==> config.mk <==
export PLATFORM = sky130hd
export DESIGN_NAME = ps2_key_sequencer
export DESIGN_NICKNAME = d
export VERILOG_FILES = /design/src/rtl/ps2_seq_pkg.sv /design/src/rtl/ps2_evt_fifo.sv /design/src/rtl/ps2_key_sequencer.sv
export SDC_FILE = /design/constraint.sdc
export NUM_CORES = 1
export LEC_CHECK = 0
export CELL_PAD_IN_SITES_DETAIL_PLACEMENT = 2
export CELL_PAD_IN_SITES_GLOBAL_PLACEMENT = 2
export CORE_ASPECT_RATIO = 1.25
export CORE_MARGIN = 3
export CORE_UTILIZATION = 40
export DETAILED_ROUTE_END_ITERATION = 16
export PLACE_DENSITY = 0.82
export SLEW_MARGIN = 20
export SYNTH_ARGS = -nofsm -noshare
export SYNTH_HDL_FRONTEND = slang
export SYNTH_SLANG_ARGS = --single-unit
==> constraint.sdc <==
create_clock -name CLOCK -period 2.3 [get_ports CLOCK]
set_input_delay 0.345 -clock CLOCK [delete_from_list [all_inputs] [get_ports CLOCK]]
set_output_delay 0.345 -clock CLOCK [all_outputs]
set_load 0.01 [all_outputs]
==> src/rtl/ps2_seq_pkg.sv <==
// Shared types and constants for the PS/2 key sequencer: FSM states,
// Set-2 prefix bytes and the packed event layout {ext, break, code}.
package ps2_seq_pkg;

   typedef enum logic [1:0] {
      IDLE,
      EXT,
      BRK,
      EXT_BRK
   } seq_state_t;

   localparam logic [7:0] PS2_EXT_BYTE = 8'hE0;
   localparam logic [7:0] PS2_BRK_BYTE = 8'hF0;

   localparam int unsigned EVT_W        = 10;
   localparam int unsigned EVT_CODE_POS = 0;
   localparam int unsigned EVT_BRK_POS  = 8;
   localparam int unsigned EVT_EXT_POS  = 9;

   function automatic logic [EVT_W-1:0] pack_evt(input logic ext, input logic brk,
                                                  input logic [7:0] code);
      logic [EVT_W-1:0] e;
      e = '0;
      e[EVT_EXT_POS] = ext;
      e[EVT_BRK_POS] = brk;
      e[EVT_CODE_POS +: 8] = code;
      return e;
   endfunction

endpackage

==> src/rtl/ps2_evt_fifo.sv <==
// First-word-fall-through FIFO for key events; head reads as zero when empty.
// A push on a full FIFO is accepted only if a pop happens in the same cycle.
module ps2_evt_fifo #(
   parameter int unsigned DEPTH = 4,
   parameter int unsigned WIDTH = 10
) (
   input  logic                     clk,
   input  logic                     rst_n,
   input  logic                     push,
   input  logic [WIDTH-1:0]         wdata,
   input  logic                     pop,
   output logic [WIDTH-1:0]         rdata,
   output logic                     full,
   output logic                     empty,
   output logic [$clog2(DEPTH):0]   level
);

   localparam int unsigned PTR_W = $clog2(DEPTH);
   localparam int unsigned LVL_W = PTR_W + 1;

   logic [WIDTH-1:0] mem [DEPTH];
   logic [PTR_W-1:0] wr_ptr;
   logic [PTR_W-1:0] rd_ptr;
   logic             wr_ok;
   logic             rd_ok;

   assign empty = (level == '0);
   assign full  = (level == LVL_W'(DEPTH));
   assign rd_ok = pop && !empty;
   assign wr_ok = push && (!full || rd_ok);
   assign rdata = empty ? '0 : mem[rd_ptr];

   always_ff @(posedge clk) begin
      if (wr_ok) mem[wr_ptr] <= wdata;
   end

   // Power-of-two depth lets the pointers wrap by natural overflow.
   always_ff @(posedge clk or negedge rst_n) begin
      if (!rst_n) begin
         wr_ptr <= '0;
         rd_ptr <= '0;
         level  <= '0;
      end else begin
         if (wr_ok) wr_ptr <= wr_ptr + PTR_W'(1);
         if (rd_ok) rd_ptr <= rd_ptr + PTR_W'(1);
         case ({wr_ok, rd_ok})
            2'b10:   level <= level + LVL_W'(1);
            2'b01:   level <= level - LVL_W'(1);
            default: level <= level;
         endcase
      end
   end

endmodule

==> src/rtl/ps2_key_sequencer.sv <==
// Decodes PS/2 Set-2 E0/F0 prefixes into key events queued in a ready/valid FIFO,
// and holds the last make code for the display. Optional idle timeout: PS2_SEQ_TIMEOUT_EN.
module ps2_key_sequencer
   import ps2_seq_pkg::*;
#(
   parameter int unsigned FIFO_DEPTH     = 4,
   parameter int unsigned TIMEOUT_CYCLES = 50000
) (
   input  logic                          CLOCK,
   input  logic                          RESET,
   input  logic [7:0]                    RX_DATA,
   input  logic                          DATA_VALID,
   output logic [7:0]                    EVT_CODE,
   output logic                          EVT_BREAK,
   output logic                          EVT_EXT,
   output logic                          EVT_VALID,
   input  logic                          EVT_READY,
   output logic [7:0]                    DISP_DATA,
   output logic [$clog2(FIFO_DEPTH):0]   FIFO_LEVEL,
   output logic                          OVERFLOW,
   output logic                          SEQ_ERR
);

   seq_state_t       state, state_nxt;
   logic             emit;
   logic [EVT_W-1:0] emit_evt;
   logic             err;
   logic             is_pfx;
   logic             push_q;
   logic [EVT_W-1:0] push_evt_q;
   logic [EVT_W-1:0] head;
   logic             fifo_full;
   logic             fifo_empty;
   logic             pop;

`ifdef PS2_SEQ_TIMEOUT_EN
   localparam int unsigned TMO_W = $clog2(TIMEOUT_CYCLES);
   localparam logic [TMO_W-1:0] TMO_LAST = TMO_W'(TIMEOUT_CYCLES - 1);
   logic [TMO_W-1:0] tmo_cnt;
   logic             tmo_hit;

   assign tmo_hit = (state != IDLE) && !DATA_VALID && (tmo_cnt == TMO_LAST);

   always_ff @(posedge CLOCK or negedge RESET) begin
      if (!RESET)                                    tmo_cnt <= '0;
      else if (DATA_VALID || state == IDLE || tmo_hit) tmo_cnt <= '0;
      else                                           tmo_cnt <= tmo_cnt + TMO_W'(1);
   end
`else
   logic tmo_hit;
   assign tmo_hit = 1'b0;
`endif

   assign is_pfx = (RX_DATA == PS2_EXT_BYTE) || (RX_DATA == PS2_BRK_BYTE);

   always_comb begin
      state_nxt = state;
      emit      = 1'b0;
      emit_evt  = '0;
      err       = 1'b0;
      if (DATA_VALID) begin
         case (state)
            IDLE: begin
               if (RX_DATA == PS2_EXT_BYTE)      state_nxt = EXT;
               else if (RX_DATA == PS2_BRK_BYTE) state_nxt = BRK;
               else begin
                  emit     = 1'b1;
                  emit_evt = pack_evt(1'b0, 1'b0, RX_DATA);
               end
            end
            EXT: begin
               if (RX_DATA == PS2_BRK_BYTE)      state_nxt = EXT_BRK;
               else if (RX_DATA == PS2_EXT_BYTE) state_nxt = EXT;
               else begin
                  emit      = 1'b1;
                  emit_evt  = pack_evt(1'b1, 1'b0, RX_DATA);
                  state_nxt = IDLE;
               end
            end
            BRK, EXT_BRK: begin
               state_nxt = IDLE;
               if (is_pfx) err = 1'b1;
               else begin
                  emit     = 1'b1;
                  emit_evt = pack_evt(state == EXT_BRK, 1'b1, RX_DATA);
               end
            end
            default: state_nxt = IDLE;
         endcase
      end else if (tmo_hit) begin
         state_nxt = IDLE;
         err       = 1'b1;
      end
   end

   assign pop = EVT_VALID && EVT_READY;

   // Emitted events are staged one cycle so the FIFO write and display update land together.
   always_ff @(posedge CLOCK or negedge RESET) begin
      if (!RESET) begin
         state      <= IDLE;
         push_q     <= 1'b0;
         push_evt_q <= '0;
         SEQ_ERR    <= 1'b0;
         OVERFLOW   <= 1'b0;
         DISP_DATA  <= '0;
      end else begin
         state      <= state_nxt;
         push_q     <= emit;
         push_evt_q <= emit_evt;
         SEQ_ERR    <= err;
         OVERFLOW   <= push_q && fifo_full && !pop;
         if (push_q && !push_evt_q[EVT_BRK_POS])
            DISP_DATA <= push_evt_q[EVT_CODE_POS +: 8];
      end
   end

   ps2_evt_fifo #(
      .DEPTH (FIFO_DEPTH),
      .WIDTH (EVT_W)
   ) u_fifo (
      .clk   (CLOCK),
      .rst_n (RESET),
      .push  (push_q),
      .wdata (push_evt_q),
      .pop   (pop),
      .rdata (head),
      .full  (fifo_full),
      .empty (fifo_empty),
      .level (FIFO_LEVEL)
   );

   assign EVT_VALID = !fifo_empty;
   assign EVT_CODE  = head[EVT_CODE_POS +: 8];
   assign EVT_BREAK = head[EVT_BRK_POS];
   assign EVT_EXT   = head[EVT_EXT_POS];

endmodule

# Word level (Yosys, flattened, before mapping)

Memory sizes are Yosys's and may differ from the RTL's.
Cells that the tools add are included.

Equality and inequality tests: 9
Mux-type cells: 26
Add/sub/neg operators: 4
Reduce and logical (&&, ||, !) cells: 17

Operator list:

| kind                  | count |
|---|---|
| $mux W10              | 5 |
| $pmux W10 S3          | 1 |
| $eq A8 B8 Y1 const B  | 2 |
| $mux W8               | 2 |
| $mux W1               | 12 |
| $eq A2 B2 Y1 const B  | 3 |
| $logic_and A1 B1 Y1   | 6 |
| $mux W2               | 3 |
| $pmux W2 S3           | 1 |
| $pmux W3 S2           | 1 |
| $add A2 B1 Y2 const B | 2 |
| $eq A2 B1 Y1 const B  | 2 |
| $logic_not A1 Y1      | 4 |
| $add A3 B1 Y3 const B | 1 |
| $eq A3 B3 Y1 const B  | 1 |
| $logic_not A3 Y1      | 1 |
| $ne A3 B3 Y1 const B  | 1 |
| $pmux W1 S3           | 1 |
| $sub A3 B1 Y3 const B | 1 |
| $logic_not A2 Y1      | 1 |
| $logic_or A1 B1 Y1    | 2 |
| $reduce_and A2 Y1     | 1 |
| $reduce_bool A2 Y1    | 1 |
| $reduce_or A2 Y1      | 1 |

Input port bits: 12
Logic and storage cells: 66
Memories kept: 1
Output and inout port bits: 24
Flip-flop bits (word level): 30
RAM bits: 40

Memories:

| memory     | words | width | read ports | clocked after Yosys merged registers in | write ports | line               | text |
|---|---|---|---|---|---|---|---|
| u_fifo.mem | 4     | 10    | 1          | 0                                       | 1           | ps2_evt_fifo.sv:21 | `logic [WIDTH-1:0] mem [DEPTH];` |

# Longest topological paths before layout

Depth after elaboration: 8
Depth in mapped cells: 9
Gate-level depth less buffers: 9

# Cells and area by module

Synthesis repeated with hierarchy kept, for this count alone.

Cell total of the unflattened synthesis: 162
Area total of the unflattened synthesis: 2797.7 µm²

By module, submodules not included:

| module            | seq. area each (µm²) | cells an instance | instances | area an instance (µm²) |
|---|---|---|---|---|
| ps2_evt_fifo      | 1376.3               | 102               | 1         | 1943.1 |
| ps2_key_sequencer | 575.6                | 60                | 1         | 854.6 |

# Worst setup path after synthesis

Ideal clock, no wire load.

Path kind: register to register
Start point: register u_fifo.level[0]
End point: register u_fifo.level[2]
Setup time: 0.079 ns
Slack: 0.330 ns
Arrival: 1.890 ns
Clock period less this slack: 1.970 ns
Buffers on the path: 0
Stages on the path, launching flop included: 10
Required time: 2.221 ns
Cells stage by stage: dfrtp_1 > nor4b_2 > nor2b_2 > inv_1 > ha_1 > inv_1 > fa_1 > xor2_1 > nor2_1 > xor2_1

Cells in the longest elaborated chain, start to end: 8
Elaborated cells on any way between the ends: 14
Classes of those cells: add/sub: 2; eq/ne: 3; mux: 1; reduce/logical: 8

Ends and longest elaborated chain:

| item                                              | line                                         | text |
|---|---|---|
| start, declared                                   | ps2_evt_fifo.sv:15                           | `output logic [$clog2(DEPTH):0] level` |
| start signal, assigned                            | ps2_evt_fifo.sv:47                           | `2'b10: level <= level + LVL_W'(1);` |
| start signal, assigned                            | ps2_evt_fifo.sv:48                           | `2'b01: level <= level - LVL_W'(1);` |
| start signal, assigned                            | ps2_evt_fifo.sv:49                           | `default: level <= level;` |
| $logic_not A3 Y1                                  | ps2_evt_fifo.sv:27                           | `assign empty = (level == '0);` |
| $logic_not A1 Y1                                  | ps2_evt_fifo.sv:29, ps2_key_sequencer.sv:133 |  |
| $logic_and A1 B1 Y1                               | ps2_key_sequencer.sv:96                      | `assign pop = EVT_VALID && EVT_READY;` |
| $logic_and A1 B1 Y1                               | ps2_evt_fifo.sv:29                           | `assign rd_ok = pop && !empty;` |
| $logic_or A1 B1 Y1                                | ps2_evt_fifo.sv:30                           | `assign wr_ok = push && (!full \|\| rd_ok);` |
| $logic_and A1 B1 Y1                               | ps2_evt_fifo.sv:30                           |  |
| $eq A2 B1 Y1 or $eq A2 B2 Y1 (tied branches)      | ps2_evt_fifo.sv:46                           | `case ({wr_ok, rd_ok})` |
| $pmux W3 S2 or $reduce_bool A2 Y1 (tied branches) | -                                            |  |

Parallel ways exist; a longest one is shown, timed or not.
A chain may end at the register's enable or synchronous reset.

# Final worst setup path

Start point: input EVT_READY
End point: register u_fifo.level[2]

Cells in the longest elaborated chain, start to end: 6
Elaborated cells on any way between the ends: 8
Classes of those cells: eq/ne: 2; mux: 1; reduce/logical: 5

Ends and longest elaborated chain:

| item                                              | line                    | text |
|---|---|---|
| start, declared                                   | ps2_key_sequencer.sv:17 | `input logic EVT_READY,` |
| $logic_and A1 B1 Y1 *                             | ps2_key_sequencer.sv:96 |  |
| $logic_and A1 B1 Y1 *                             | ps2_evt_fifo.sv:29      |  |
| $logic_or A1 B1 Y1                                | ps2_evt_fifo.sv:30      |  |
| $logic_and A1 B1 Y1                               | ps2_evt_fifo.sv:30      |  |
| $eq A2 B1 Y1 or $eq A2 B2 Y1 (tied branches)      | ps2_evt_fifo.sv:46      |  |
| $pmux W3 S2 or $reduce_bool A2 Y1 (tied branches) | -                       |  |

Every way passes the cells marked *; elsewhere a longest branch is shown, timed or not.

==> results.json <==
{
  "status": "finished, final reports clean",
  "dieArea_um2": 7920,
  "clock-root-buffer": "clkbuf_8",
  "max_freq_mhz": 451,
  "rsz0062_at_grt": "false",
  "cts.clk_slew.worst_paths_ps": 70,
  "totalWireLength_um": 5850,
  "pre_cts_slack_ps": -224,
  "grt_max_degree": 31,
  "io_pins": 36,
  "insertion_delay_ps": 340,
  "detailed_place_hpwl_um": 4060,
  "fin_util": 0.533,
  "wl_per_cell_um": 19.0,
  "slowest_delay_ps": 490,
  "p_leak_nw": 1.42,
  "drc": 0,
  "start_util": 0.417,
  "ys_ff_latch": 70,
  "cts_htree_levels": 3,
  "ant_nets": 0,
  "reg2reg_to": "u_fifo.level[2]",
  "die_x_um": 80.2,
  "synthToLayoutAreaGrowth_pct": 27.8,
  "crit_path_max_fanout": 3,
  "firstDrtPassIters": 4,
  "yosysWarnings": 0,
  "n_antenna_cell": 0,
  "grt-ovfl-total": 0,
  "synthArstFlopShare": 0.429,
  "worst_r2r_path_depth": 9,
  "period_needed_ps": 2220,
  "clock_sinks": 70,
  "r2r-start": "u_fifo.level[0]",
  "ir_worst_vdd_v": 0.000525,
  "maxSlewViolCount": 0,
  "min_path_type": "in2async",
  "syn_inst": 159,
  "r2r_setup_slack_ps": 120,
  "slew_headroom": 0.680,
  "crit_type": "in2reg",
  "synth-main-ff-cell": "edfxtp_1",
  "hold_viol": 0,
  "cts_tree": "built",
  "antenna_found_initial": 0,
  "fp.dieH_um": 98.7,
  "cts_buffers": 9,
  "cpMaxStageDelayCell": "clkdlybuf4s50_1",
  "finClkSkew_ps": 9.39,
  "cp-end-kind": "flip-flop",
  "setup_tns_ps": 0,
  "cp-start-kind": "input pin",
  "fin_nets": 234,
  "synth_area_per_cell_um2": 17.3,
  "gp_congestion": 0.719,
  "rows": 33,
  "total_power_mw": 4.06,
  "arrival_ps": 2470,
  "synth_cell_types": 25,
  "portBuffers": 35,
  "vias": 1528,
  "clockBufferDepth": 2,
  "power.density_nw_per_um2": 1150,
  "cp_data_required_time_ps": 2550,
  "synth-edff-count": 40,
  "setup_viol": 0,
  "avgViaCountPerCell": 4.96,
  "cp_cell_sequence": "clkdlybuf4s50_1 -> nor4b_4 -> nor2b_2 -> inv_1 -> ha_1 -> inv_1 -> fa_1 -> xor2_1 -> nor2_1 -> xor2_1",
  "track_usage": 0.167,
  "cap_violations": 0,
  "synth_nets": 177,
  "crit_family": "buffers and inverters",
  "grt_pass1_vias": 1770,
  "worst_pin_slew_ps": 480,
  "path_buf_inv": 3,
  "core_area_um2": 6610,
  "grt_pass1_wl_um": 9610,
  "ys_seq_area_frac": 0.709,
  "ctsHoldBuffers": 0,
  "post-route-period-util": 0.965,
  "synthesis.area_um2": 2750,
  "drt-initial-drc-count": 85,
  "worst_slack_ps": 80.2,
  "drive_gt1_frac": 0.253
}
cells in the final DEF, fill, tap and decap left out, types with 2 or more instances in the layout:
cell type / n
edfxtp_1: 40
o21ai_0: 2
inv_1: 8
clkdlybuf4s50_1: 24
nand2_1: 2
nor2b_1: 2
clkinv_2: 3
nand3_1: 2
xnor2_1: 3
xor2_1: 3
ha_1: 5
clkdlybuf4s15_1: 5
dfrtp_2: 2
dlygate4sd2_1: 5
and3_1: 6
mux4_2: 10
mux2_2: 9
nor2_1: 2
dfrtp_1: 28
and2_1: 21
o22ai_1: 2
buf_4: 16
clkbuf_8: 10
synthesized netlist by cell type, drive strengths merged (3+ instances only):
library cell	count	area share
ha	5	0.023
xor2	3	0.0095
buf	4	0.0095
xnor2	3	0.0095
inv	8	0.011
mux2	9	0.037
and3	6	0.014
and2	21	0.048
mux4	10	0.082
nor2b	3	0.0077
dfrtp	30	0.27
edfxtp	40	0.44
cell type report:
| type | instances | area [um2] |
|---|---|---|
| Clock buffer | 11 | 163 |
| Multi-Input combinational cell | 75 | 746 |
| Timing Repair Buffer | 52 | 487 |
| Fill cell | 601 | 3090 |
| Sequential cell | 70 | 1950 |
| Clock inverter | 5 | 30.0 |
| Inverter | 8 | 30.0 |
| Tap cell | 87 | 109 |
per-stage QoR:
stage / hold slack [ps] / cell area, um2 / std cells
finish: 403 / 3520 / 308
CTS: 392 / 3470 / 304
detailed placement: 499 / 3270 / 286
floorplan: 49.4 / 2750 / 159
global route: 424 / 3520 / 308
global placement: 483 / 3270 / 286
per-layer routing:
| metal | GRT usage | part of all wire |
|---|---|---|
| met1 | 0.195 | 0.39 |
| met2 | 0.291 | 0.56 |
| met3 | 0.0375 | 0.030 |
| met4 | 0.0728 | 0.015 |
| met5 | 0 | 0 |
sequential cells by signal, summed over array words and instances (netlist names):
register       flops
state              2
SEQ_ERR            1
u_fifo.rd_ptr      2
push_evt_q        10
push_q             1
DISP_DATA          8
u_fifo.level       3
OVERFLOW           1
u_fifo.mem        40
u_fifo.wr_ptr      2
where the power goes:
group	leakage, nW	switching, mW	internal (mW)
registers	0.758	0.170	1.58
clock network	0.105	0.463	0.483
logic	0.558	0.588	0.783
worst max path at each step:
stage	from	to	slack (ps)	depth (start not counted)
finish	EVT_READY	u_fifo.level[2]	80	10
detailed placement	EVT_READY	u_fifo.level[2]	-220	10
global placement	EVT_READY	u_fifo.level[2]	10	10
floorplan	u_fifo.level[0]	u_fifo.level[2]	330	9
global route	u_fifo.rd_ptr[0]	EVT_CODE[7]	3	5
CTS	u_fifo.rd_ptr[0]	EVT_CODE[7]	0.2	5
timing repair:
action                     CTS  global route
resized for setup           11             8
setup buffers                2             4
setup endpoints to repair   10             3
cell families (layout without fill, tap and decap cells):
group / after synthesis / after routing / synth area share
compound gates: 4 / 4 / 0.00818
xor+xnor: 6 / 6 / 0.0191
fa+ha+maj: 6 / 6 / 0.0300
buf+inv: 14 / 76 / 0.0232
flops: 70 / 70 / 0.709
mux: 19 / 19 / 0.119
simple gates: 40 / 40 / 0.0918
Power figures use the tool's default switching activity.
